## src/rtl/uart_ctrl_pkg.sv

```systemverilog
// Shared constants and FSM state type for the memory-mapped UART controller.
package uart_ctrl_pkg;

  // Register word index, taken from cpud_addr[3:2]
  localparam logic [1:0] REG_DATA     = 2'd0;
  localparam logic [1:0] REG_STATUS   = 2'd1;
  localparam logic [1:0] REG_BAUD_DIV = 2'd2;
  localparam logic [1:0] REG_IRQ_EN   = 2'd3;

  localparam int unsigned ST_RX_NOT_EMPTY = 16;
  localparam int unsigned ST_TX_IDLE      = 17;
  localparam int unsigned ST_RX_OVF       = 18;
  localparam int unsigned ST_TX_OVF       = 19;
  localparam int unsigned ST_FRAME_ERR    = 20;

  localparam int unsigned IE_RX_NOT_EMPTY = 0;
  localparam int unsigned IE_TX_EMPTY     = 1;
  localparam int unsigned IE_ERR          = 2;

  localparam int unsigned BAUD_MIN = 4;

  typedef enum logic [1:0] {IDLE, START, DATA, STOP} uart_state_t;

endpackage

```

## src/rtl/sync_fifo.sv

```systemverilog
// Single-clock FIFO with read-first head output; push into a full FIFO succeeds when popped in the same cycle.
module sync_fifo #(
  parameter int unsigned WIDTH = 8,
  parameter int unsigned DEPTH = 16
) (
  input  logic                   clock,
  input  logic                   reset,
  input  logic                   wr_en_i,
  input  logic [WIDTH-1:0]       wr_data_i,
  input  logic                   rd_en_i,
  output logic [WIDTH-1:0]       head_c_o,
  output logic                   not_empty_o,
  output logic [$clog2(DEPTH):0] slots_free_o
);
  localparam int unsigned AW = $clog2(DEPTH);
  localparam int unsigned CW = AW + 1;

  logic [WIDTH-1:0] mem_q [DEPTH];
  logic [AW-1:0]    wr_ptr_q, wr_ptr_d, rd_ptr_q, rd_ptr_d;
  logic [CW-1:0]    free_q, free_d;
  logic             not_empty_q, not_empty_d;
  logic             do_rd, do_wr;

  always_comb begin
    do_rd       = rd_en_i && not_empty_q;
    do_wr       = wr_en_i && ((free_q != '0) || do_rd);
    wr_ptr_d    = wr_ptr_q + AW'(do_wr);
    rd_ptr_d    = rd_ptr_q + AW'(do_rd);
    free_d      = free_q - CW'(do_wr) + CW'(do_rd);
    not_empty_d = free_d != CW'(DEPTH);
  end

  always_ff @(posedge clock) begin
    if (reset) begin
      wr_ptr_q    <= '0;
      rd_ptr_q    <= '0;
      free_q      <= CW'(DEPTH);
      not_empty_q <= 1'b0;
    end else begin
      wr_ptr_q    <= wr_ptr_d;
      rd_ptr_q    <= rd_ptr_d;
      free_q      <= free_d;
      not_empty_q <= not_empty_d;
    end
  end

  // Storage needs no reset; pointers define validity
  always_ff @(posedge clock) begin
    if (do_wr) mem_q[wr_ptr_q] <= wr_data_i;
  end

  assign head_c_o     = mem_q[rd_ptr_q];
  assign not_empty_o  = not_empty_q;
  assign slots_free_o = free_q;

endmodule

```

## src/rtl/uart_ctrl.sv

```systemverilog
// Memory-mapped UART: register window, TX/RX FIFOs, baud-timed TX shifter and mid-bit RX sampler.
module uart_ctrl
  import uart_ctrl_pkg::*;
#(
  parameter int unsigned FIFO_DEPTH  = 16,
  parameter int unsigned DEFAULT_DIV = 434
) (
  input  logic        clock,
  input  logic        reset,
  input  logic        cpud_request,
  input  logic [15:0] cpud_addr,
  input  logic        cpud_write,
  input  logic [3:0]  cpud_byte_enable,
  input  logic [31:0] cpud_wdata,
  output logic [31:0] cpud_rdata,
  output logic        cpud_ack,
  output logic        uart_tx,
  input  logic        uart_rx,
  output logic        irq
);
  localparam int unsigned CW = $clog2(FIFO_DEPTH) + 1;

  logic [15:0] baud_div_q, baud_div_d, new_div;
  logic [2:0]  irq_en_q, irq_en_d, w1c, irq_vec;
  logic        rx_ovf_q, rx_ovf_d, tx_ovf_q, tx_ovf_d, frame_err_q, frame_err_d;
  logic [31:0] rdata_q, rdata_d, status_c;
  logic        ack_q, irq_q, irq_d;
  logic        mapped_c, wr_c, rd_c, tx_drop_c;
  logic [1:0]  reg_idx;

  logic          tx_push_c, tx_pop_c, tx_ne, rx_push_c, rx_pop_c, rx_ne;
  logic [7:0]    tx_head, rx_head;
  logic [CW-1:0] tx_free, rx_free;

  uart_state_t tx_state_q, tx_state_d, rx_state_q, rx_state_d;
  logic [15:0] tx_cnt_q, tx_cnt_d, tx_div_q, tx_div_d, rx_cnt_q, rx_cnt_d, rx_div_q, rx_div_d;
  logic [2:0]  tx_bit_q, tx_bit_d, rx_bit_q, rx_bit_d;
  logic [7:0]  tx_shift_q, tx_shift_d, rx_shift_q, rx_shift_d;
  logic        uart_tx_q, uart_tx_d, tx_bit_end_c, rx_bit_end_c, rx_half_c;
  logic        rx_meta_q, rx_sync_q, rx_prev_q;
  logic        rx_stop_c, rx_ovf_set_c, frame_err_set_c;
  logic        unused_c;

  sync_fifo #(.WIDTH(8), .DEPTH(FIFO_DEPTH)) u_tx_fifo (
    .clock(clock), .reset(reset), .wr_en_i(tx_push_c), .wr_data_i(cpud_wdata[7:0]),
    .rd_en_i(tx_pop_c), .head_c_o(tx_head), .not_empty_o(tx_ne), .slots_free_o(tx_free)
  );

  sync_fifo #(.WIDTH(8), .DEPTH(FIFO_DEPTH)) u_rx_fifo (
    .clock(clock), .reset(reset), .wr_en_i(rx_push_c), .wr_data_i(rx_shift_q),
    .rd_en_i(rx_pop_c), .head_c_o(rx_head), .not_empty_o(rx_ne), .slots_free_o(rx_free)
  );

  // Register file: decode, sticky flags, read mux and interrupt
  always_comb begin
    mapped_c  = cpud_addr[15:4] == 12'd0;
    reg_idx   = cpud_addr[3:2];
    wr_c      = cpud_request && cpud_write && mapped_c;
    rd_c      = cpud_request && !cpud_write && mapped_c;
    tx_push_c = wr_c && (reg_idx == REG_DATA) && cpud_byte_enable[0];
    rx_pop_c  = rd_c && (reg_idx == REG_DATA) && rx_ne;
    tx_drop_c = tx_push_c && (tx_free == '0) && !tx_pop_c;
    w1c       = (wr_c && (reg_idx == REG_STATUS) && cpud_byte_enable[2]) ? cpud_wdata[20:18] : 3'b000;

    new_div    = {cpud_byte_enable[1] ? cpud_wdata[15:8] : baud_div_q[15:8],
                  cpud_byte_enable[0] ? cpud_wdata[7:0]  : baud_div_q[7:0]};
    baud_div_d = baud_div_q;
    if (wr_c && (reg_idx == REG_BAUD_DIV) && (|cpud_byte_enable[1:0]))
      baud_div_d = (new_div < 16'(BAUD_MIN)) ? 16'(BAUD_MIN) : new_div;
    irq_en_d = irq_en_q;
    if (wr_c && (reg_idx == REG_IRQ_EN) && cpud_byte_enable[0]) irq_en_d = cpud_wdata[2:0];

    // A set in the same cycle as its W1C clear wins
    rx_ovf_d    = rx_ovf_set_c    | (rx_ovf_q    & ~w1c[0]);
    tx_ovf_d    = tx_drop_c       | (tx_ovf_q    & ~w1c[1]);
    frame_err_d = frame_err_set_c | (frame_err_q & ~w1c[2]);

    status_c                  = 32'(tx_free);
    status_c[ST_RX_NOT_EMPTY] = rx_ne;
    status_c[ST_TX_IDLE]      = !tx_ne && (tx_state_q == IDLE);
    status_c[ST_RX_OVF]       = rx_ovf_q;
    status_c[ST_TX_OVF]       = tx_ovf_q;
    status_c[ST_FRAME_ERR]    = frame_err_q;

    rdata_d = '0;
    if (rd_c) begin
      case (reg_idx)
        REG_DATA:     rdata_d = rx_ne ? {24'd0, rx_head} : 32'hFFFF_FFFF;
        REG_STATUS:   rdata_d = status_c;
        REG_BAUD_DIV: rdata_d = {16'd0, baud_div_q};
        default:      rdata_d = {29'd0, irq_en_q};
      endcase
    end

    irq_vec                  = '0;
    irq_vec[IE_RX_NOT_EMPTY] = rx_ne;
    irq_vec[IE_TX_EMPTY]     = !tx_ne;
    irq_vec[IE_ERR]          = rx_ovf_q | tx_ovf_q | frame_err_q;
    irq_d                    = |(irq_en_q & irq_vec);
  end

  always_ff @(posedge clock) begin
    if (reset) begin
      baud_div_q  <= 16'(DEFAULT_DIV);
      irq_en_q    <= '0;
      rx_ovf_q    <= 1'b0;
      tx_ovf_q    <= 1'b0;
      frame_err_q <= 1'b0;
      rdata_q     <= '0;
      ack_q       <= 1'b0;
      irq_q       <= 1'b0;
    end else begin
      baud_div_q  <= baud_div_d;
      irq_en_q    <= irq_en_d;
      rx_ovf_q    <= rx_ovf_d;
      tx_ovf_q    <= tx_ovf_d;
      frame_err_q <= frame_err_d;
      rdata_q     <= rdata_d;
      ack_q       <= cpud_request;
      irq_q       <= irq_d;
    end
  end

  // TX FSM: state register
  always_ff @(posedge clock) begin
    if (reset) begin
      tx_state_q <= IDLE;
      tx_cnt_q   <= '0;
      tx_div_q   <= 16'(DEFAULT_DIV);
      tx_bit_q   <= '0;
      tx_shift_q <= '0;
      uart_tx_q  <= 1'b1;
    end else begin
      tx_state_q <= tx_state_d;
      tx_cnt_q   <= tx_cnt_d;
      tx_div_q   <= tx_div_d;
      tx_bit_q   <= tx_bit_d;
      tx_shift_q <= tx_shift_d;
      uart_tx_q  <= uart_tx_d;
    end
  end

  assign tx_bit_end_c = tx_cnt_q == (tx_div_q - 16'd1);

  // TX FSM: next state; divisor is latched whenever a frame starts
  always_comb begin
    tx_state_d = tx_state_q;
    tx_cnt_d   = tx_cnt_q + 16'd1;
    tx_div_d   = tx_div_q;
    tx_bit_d   = tx_bit_q;
    tx_shift_d = tx_shift_q;
    case (tx_state_q)
      IDLE: begin
        tx_cnt_d = '0;
        if (tx_ne) begin
          tx_state_d = START;
          tx_div_d   = baud_div_q;
          tx_shift_d = tx_head;
        end
      end
      START: if (tx_bit_end_c) begin
        tx_state_d = DATA;
        tx_cnt_d   = '0;
        tx_bit_d   = '0;
      end
      DATA: if (tx_bit_end_c) begin
        tx_cnt_d = '0;
        if (tx_bit_q == 3'd7) begin
          tx_state_d = STOP;
        end else begin
          tx_bit_d   = tx_bit_q + 3'd1;
          tx_shift_d = {1'b0, tx_shift_q[7:1]};
        end
      end
      default: if (tx_bit_end_c) begin
        tx_cnt_d = '0;
        if (tx_ne) begin
          tx_state_d = START;
          tx_div_d   = baud_div_q;
          tx_shift_d = tx_head;
        end else begin
          tx_state_d = IDLE;
        end
      end
    endcase
  end

  // TX FSM: outputs; line level follows the next state so it is registered alongside it
  always_comb begin
    tx_pop_c = tx_ne && ((tx_state_q == IDLE) || ((tx_state_q == STOP) && tx_bit_end_c));
    case (tx_state_d)
      START:   uart_tx_d = 1'b0;
      DATA:    uart_tx_d = tx_shift_d[0];
      default: uart_tx_d = 1'b1;
    endcase
  end

  // RX synchroniser and edge history
  always_ff @(posedge clock) begin
    if (reset) begin
      rx_meta_q <= 1'b1;
      rx_sync_q <= 1'b1;
      rx_prev_q <= 1'b1;
    end else begin
      rx_meta_q <= uart_rx;
      rx_sync_q <= rx_meta_q;
      rx_prev_q <= rx_sync_q;
    end
  end

  // RX FSM: state register
  always_ff @(posedge clock) begin
    if (reset) begin
      rx_state_q <= IDLE;
      rx_cnt_q   <= '0;
      rx_div_q   <= 16'(DEFAULT_DIV);
      rx_bit_q   <= '0;
      rx_shift_q <= '0;
    end else begin
      rx_state_q <= rx_state_d;
      rx_cnt_q   <= rx_cnt_d;
      rx_div_q   <= rx_div_d;
      rx_bit_q   <= rx_bit_d;
      rx_shift_q <= rx_shift_d;
    end
  end

  assign rx_bit_end_c = rx_cnt_q == (rx_div_q - 16'd1);
  assign rx_half_c    = rx_cnt_q == ({1'b0, rx_div_q[15:1]} - 16'd1);

  // RX FSM: next state; START checks mid start bit, later samples are one bit apart
  always_comb begin
    rx_state_d = rx_state_q;
    rx_cnt_d   = rx_cnt_q + 16'd1;
    rx_div_d   = rx_div_q;
    rx_bit_d   = rx_bit_q;
    rx_shift_d = rx_shift_q;
    case (rx_state_q)
      IDLE: begin
        rx_cnt_d = '0;
        if (rx_prev_q && !rx_sync_q) begin
          rx_state_d = START;
          rx_div_d   = baud_div_q;
        end
      end
      START: if (rx_half_c) begin
        rx_cnt_d   = '0;
        rx_bit_d   = '0;
        rx_state_d = rx_sync_q ? IDLE : DATA;
      end
      DATA: if (rx_bit_end_c) begin
        rx_cnt_d   = '0;
        rx_shift_d = {rx_sync_q, rx_shift_q[7:1]};
        if (rx_bit_q == 3'd7) rx_state_d = STOP;
        else rx_bit_d = rx_bit_q + 3'd1;
      end
      default: if (rx_bit_end_c) begin
        rx_cnt_d   = '0;
        rx_state_d = IDLE;
      end
    endcase
  end

  // RX FSM: outputs at the stop-bit sample
  always_comb begin
    rx_stop_c       = (rx_state_q == STOP) && rx_bit_end_c;
    rx_push_c       = rx_stop_c && rx_sync_q;
    frame_err_set_c = rx_stop_c && !rx_sync_q;
    rx_ovf_set_c    = rx_push_c && (rx_free == '0) && !rx_pop_c;
  end

  assign unused_c   = ^{cpud_wdata[31:21], cpud_wdata[17:16], cpud_byte_enable[3]};
  assign cpud_rdata = rdata_q;
  assign cpud_ack   = ack_q;
  assign uart_tx    = uart_tx_q;
  assign irq        = irq_q;

endmodule

```

## config.mk

```make
export PLATFORM = sky130hd
export DESIGN_NAME = uart_ctrl
export DESIGN_NICKNAME = d
export VERILOG_FILES = /design/src/rtl/uart_ctrl_pkg.sv /design/src/rtl/sync_fifo.sv /design/src/rtl/uart_ctrl.sv
export SDC_FILE = /design/constraint.sdc
export NUM_CORES = 1
export LEC_CHECK = 0
export ABC_AREA = 1
export CAP_MARGIN = 15
export CORE_MARGIN = 2
export CORE_UTILIZATION = 45
export CTS_CLUSTER_DIAMETER = 80
export CTS_CLUSTER_SIZE = 30
export DETAILED_ROUTE_END_ITERATION = 8
export MAX_ROUTING_LAYER = met4
export SLEW_MARGIN = 5
export SYNTH_ARGS = -nofsm -noshare
export SYNTH_HDL_FRONTEND = slang
export SYNTH_SLANG_ARGS = --single-unit
```

## constraint.sdc

```tcl
create_clock -name clock -period 5.7 [get_ports clock]
set_clock_uncertainty 0.05 [all_clocks]
set_input_delay 0.855 -clock clock [delete_from_list [all_inputs] [get_ports clock]]
set_output_delay 0.855 -clock clock [all_outputs]
set_load 0.01 [all_outputs]
```

==> impl_metrics.sql <==
INSERT INTO impl_metrics (metric_group, metric, value, unit) VALUES
('outcome', 'outcome', 'complete, no violations', ''),
('logic_synthesis', 'post_synth_edffs', '256', ''),
('job', 'maxCapViolCount', '0', ''),
('logic_synthesis', 'synthesis.area', '19600', 'µm²'),
('pwr', 'sw_frac_of_total', '0.327', ''),
('clocking', 'cts-htree-levels', '1', ''),
('drt', 'final_antenna_net_count', '0', ''),
('global_routing', 'grt_start_max_net_pins', '76', ''),
('worst_setup_path', 'worst_r2r_path_depth', '21', ''),
('global_routing', 'grt_usage', '0.210', ''),
('finish', 'antennaDiodeCount', '0', ''),
('placement', 'io_buffers', '75', ''),
('worst_setup_path', 'crit_chain', 'inv_1, ha_1, inv_2, nor2_2, inv_2, nor2_2, nand2_1, xor2_1, or2_1, nand3_1, nor2_2, nand4_1, nor3b_1, ha_1, inv_1, ha_1, inv_1, fa_1, o21ai_0, xnor2_1, or2_2', ''),
('logic_synthesis', 'syn_area_per_cell', '9.58', 'µm²'),
('sta', 'final_ws_setup', '1.58', 'ns'),
('finish', 'syn2layout_area_growth', '10.6', '%'),
('logic_synthesis', 'ys_async_sr_fraction', '0', ''),
('worst_setup_path', 'cp_data_required_time', '6.10', 'ns'),
('logic_synthesis', 'synthesis_stage_register_bit_count', '424', ''),
('sta', 'final-hold-violation-count', '0', ''),
('pwr', 'pwr-share-seq', '0.492', ''),
('drt', 'routed_via_density', '5.30', ''),
('pwr', 'switching_power', '2.35', 'mW'),
('pwr', 'power.combinational.fraction', '0.220', ''),
('pwr', 'leakage', '7.78', 'nW'),
('hold_path', 'hold_path_startpoint', 'rx_meta_q', ''),
('clocking', 'cts.path.max_buffers', '3', ''),
('sta', 'report.final.slew_viol_count', '0', ''),
('hold_path', 'min_to', 'rx_sync_q', ''),
('finish', 'layout-drive-gt1-share', '0.0619', ''),
('finish', 'final_net_count', '2157', ''),
('worst_setup_path', 'setup.worst_path.class', 'reg -> reg', ''),
('drt', 'post_drt_wl_per_cell', '17.1', 'µm'),
('clocking', 'tritoncts', 'built', ''),
('sta', 'grt_setup_unrepaired', 'false', ''),
('logic_synthesis', 'synth.top_cells.by_area', 'sky130_fd_sc_hd__edfxtp_1 39%, sky130_fd_sc_hd__dfxtp_1 17%, sky130_fd_sc_hd__nand2_1 5.2%, sky130_fd_sc_hd__nor2_1 4.7%, sky130_fd_sc_hd__o21ai_0 4.7%', ''),
('worst_setup_path', 'path_delay_family', 'simple AND/OR/NAND/NOR gates', ''),
('worst_setup_path', 'worst_r2r_src', 'rx_div_q[1]', ''),
('clocking', 'post_cts_resize_count', '0', ''),
('finish', 'fillCellCount', '3999', ''),
('drt', 'count_of_routing_violations_after_the_opening_detailed_route_iteration', '905', ''),
('pwr', 'powerDensity', '332', 'nW/µm²'),
('worst_setup_path', 'critical_path.slowest_cell', 'sky130_fd_sc_hd__fa_1', ''),
('clocking', 'cts_made_buffers', '24', ''),
('worst_setup_path', 'cpPeakStageDelay', '0.39', 'ns'),
('global_routing', 'globalRouteOverflowTotal', '0', ''),
('global_routing', 'grt_first_pass_wirelength', '72800', 'µm'),
('global_routing', 'gr-usage-met2', '0.335', ''),
('clocking', 'clock_tree.root_cell', 'sky130_fd_sc_hd__clkbuf_16', ''),
('worst_setup_path', 'crit_path_end_kind', 'register', ''),
('logic_synthesis', 'synth_cells', '2040', ''),
('finish', 'final-seq-area', '11100', 'µm²'),
('drt', 'drt_first_pass_iters', '6', ''),
('clocking', 'post_cts_hold_buffer_count', '0', ''),
('sta', 'max_freq', '0.242', 'GHz'),
('sta', 'worst_slew_margin_rel', '0.251', ''),
('pwr', 'intPower', '4.84', 'mW'),
('worst_setup_path', 'crit_arrival', '4.53', 'ns'),
('worst_setup_path', 'ff2ff_setup_slack', '1.58', 'ns'),
('drt', 'via_count', '14200', ''),
('logic_synthesis', 'post-synth-top-count-cell', 'sky130_fd_sc_hd__nand2_1', ''),
('logic_synthesis', 'yosysWarningCount', '0', ''),
('worst_setup_path', 'critical_path.startpoint_type', 'register', ''),
('clocking', 'clk_sink_count', '424', ''),
('hold_path', 'hold_class', 'reg -> reg', ''),
('pwr', 'clock_power_share', '0.288', ''),
('placement', 'hpwl', '31100', 'µm'),
('global_routing', 'grtUsageMet1', '0.289', ''),
('sta', 'tightestPinTransition', '1.12', 'ns'),
('worst_setup_path', 'critPathMaxFanout', '5', ''),
('global_routing', 'grt.busiest_layer', 'met2', '');
-- routing by layer --
layer	part of all wire	up-vias
li1	-	7032
met1	0.47	6743
met2	0.46	323
met3	0.045	55
met4	0.024	0
met5	0	-
-- placed cells by master (no fill, tap or decap), types with 15 or more instances in the layout --
cell type,count
sky130_fd_sc_hd__clkbuf_16,24
sky130_fd_sc_hd__o21ai_0,182
sky130_fd_sc_hd__clkdlybuf4s50_1,74
sky130_fd_sc_hd__nor2_2,20
sky130_fd_sc_hd__edfxtp_1,256
sky130_fd_sc_hd__dfxtp_1,166
sky130_fd_sc_hd__o221ai_1,16
sky130_fd_sc_hd__nor2_1,243
sky130_fd_sc_hd__nand4_1,21
sky130_fd_sc_hd__nand2_1,269
sky130_fd_sc_hd__o22ai_1,16
sky130_fd_sc_hd__a21oi_1,106
sky130_fd_sc_hd__mux2i_1,33
sky130_fd_sc_hd__xnor2_1,29
sky130_fd_sc_hd__nor3_1,25
sky130_fd_sc_hd__nand2_2,15
sky130_fd_sc_hd__xor2_1,51
sky130_fd_sc_hd__inv_1,203
sky130_fd_sc_hd__nand3_1,107
sky130_fd_sc_hd__ha_1,33
sky130_fd_sc_hd__o211ai_1,65
-- per-stage QoR --
stage | utilization | power, mW | instance area (µm²) | hold WS, ns | cells
final | 0.503 | 7.19 | 21600 | 0.365 | 2668
after global routing | 0.503 | 7.59 | 21600 | 0.373 | 2668
after CTS | 0.503 | 7.24 | 21600 | 0.366 | 2667
after detailed placement | 0.482 | 5.18 | 20700 | 0.344 | 2623
after global placement | 0.482 | 5.15 | 20700 | 0.344 | 2623
after floorplan | - | 4.79 | 19600 | 0.339 | 2040
-- sequential cells by signal (all words and copies together) (netlist names), 4 cells and up --
signal / count
rx_div_q: 16
tx_div_q: 16
u_tx_fifo.mem_q: 128
baud_div_q: 16
u_tx_fifo.wr_ptr_q: 4
u_tx_fifo.rd_ptr_q: 4
u_rx_fifo.wr_ptr_q: 4
rx_cnt_q: 16
u_rx_fifo.rd_ptr_q: 4
tx_shift_q: 8
u_rx_fifo.mem_q: 128
tx_cnt_q: 16
u_rx_fifo.slots_free_o: 5
rx_shift_q: 8
u_tx_fifo.slots_free_o: 5
cpud_rdata: 22
-- power groups by stage --
stage	clock network (mW)	logic, mW	registers, mW
finish	2.07	1.58	3.54
CTS	2.11	1.59	3.53
global route	2.22	1.81	3.57
floorplan	0	1.25	3.54
global placement	0	1.55	3.60
detailed placement	0	1.58	3.60
-- cell families (layout without fill, tap and decap cells) --
| kind of cell | count (synthesis) | count (layout) | share of synthesized area |
|---|---|---|---|
| AND/OR/NAND/NOR | 753 | 753 | 0.174 |
| flip-flops | 424 | 424 | 0.565 |
| AO/OA/AOI/OAI | 413 | 413 | 0.122 |
| buffers and inverters | 301 | 344 | 0.0612 |
| XOR/XNOR | 81 | 81 | 0.0370 |
| adder cells (fa/ha/maj) | 35 | 35 | 0.0232 |
| multiplexers | 33 | 33 | 0.0169 |
-- layout make-up --
type	instances	area share
Inverter	214	0.0373
Tap cell	585	0.0338
Timing Repair Buffer	86	0.0392
Clock buffer	25	0.0279
Multi-Input combinational cell	1315	0.338
Sequential cell	424	0.511
Clock inverter	19	0.0129
-- worst max path at each step --
stage / start / end / slack, ns / depth (start not counted)
floorplan: cpud_addr[8] / u_rx_fifo.slots_free_o[4] / 2.04 / 15
global placement: cpud_addr[8] / u_rx_fifo.slots_free_o[4] / 1.28 / 16
detailed placement: cpud_addr[8] / u_rx_fifo.slots_free_o[4] / 1.30 / 16
CTS: rx_div_q[1] / u_rx_fifo.slots_free_o[4] / 1.59 / 21
global route: rx_div_q[1] / u_rx_fifo.not_empty_o / 1.04 / 21
finish: rx_div_q[1] / u_rx_fifo.slots_free_o[4] / 1.58 / 21
Note: power is estimated with default switching activity, not from simulation.
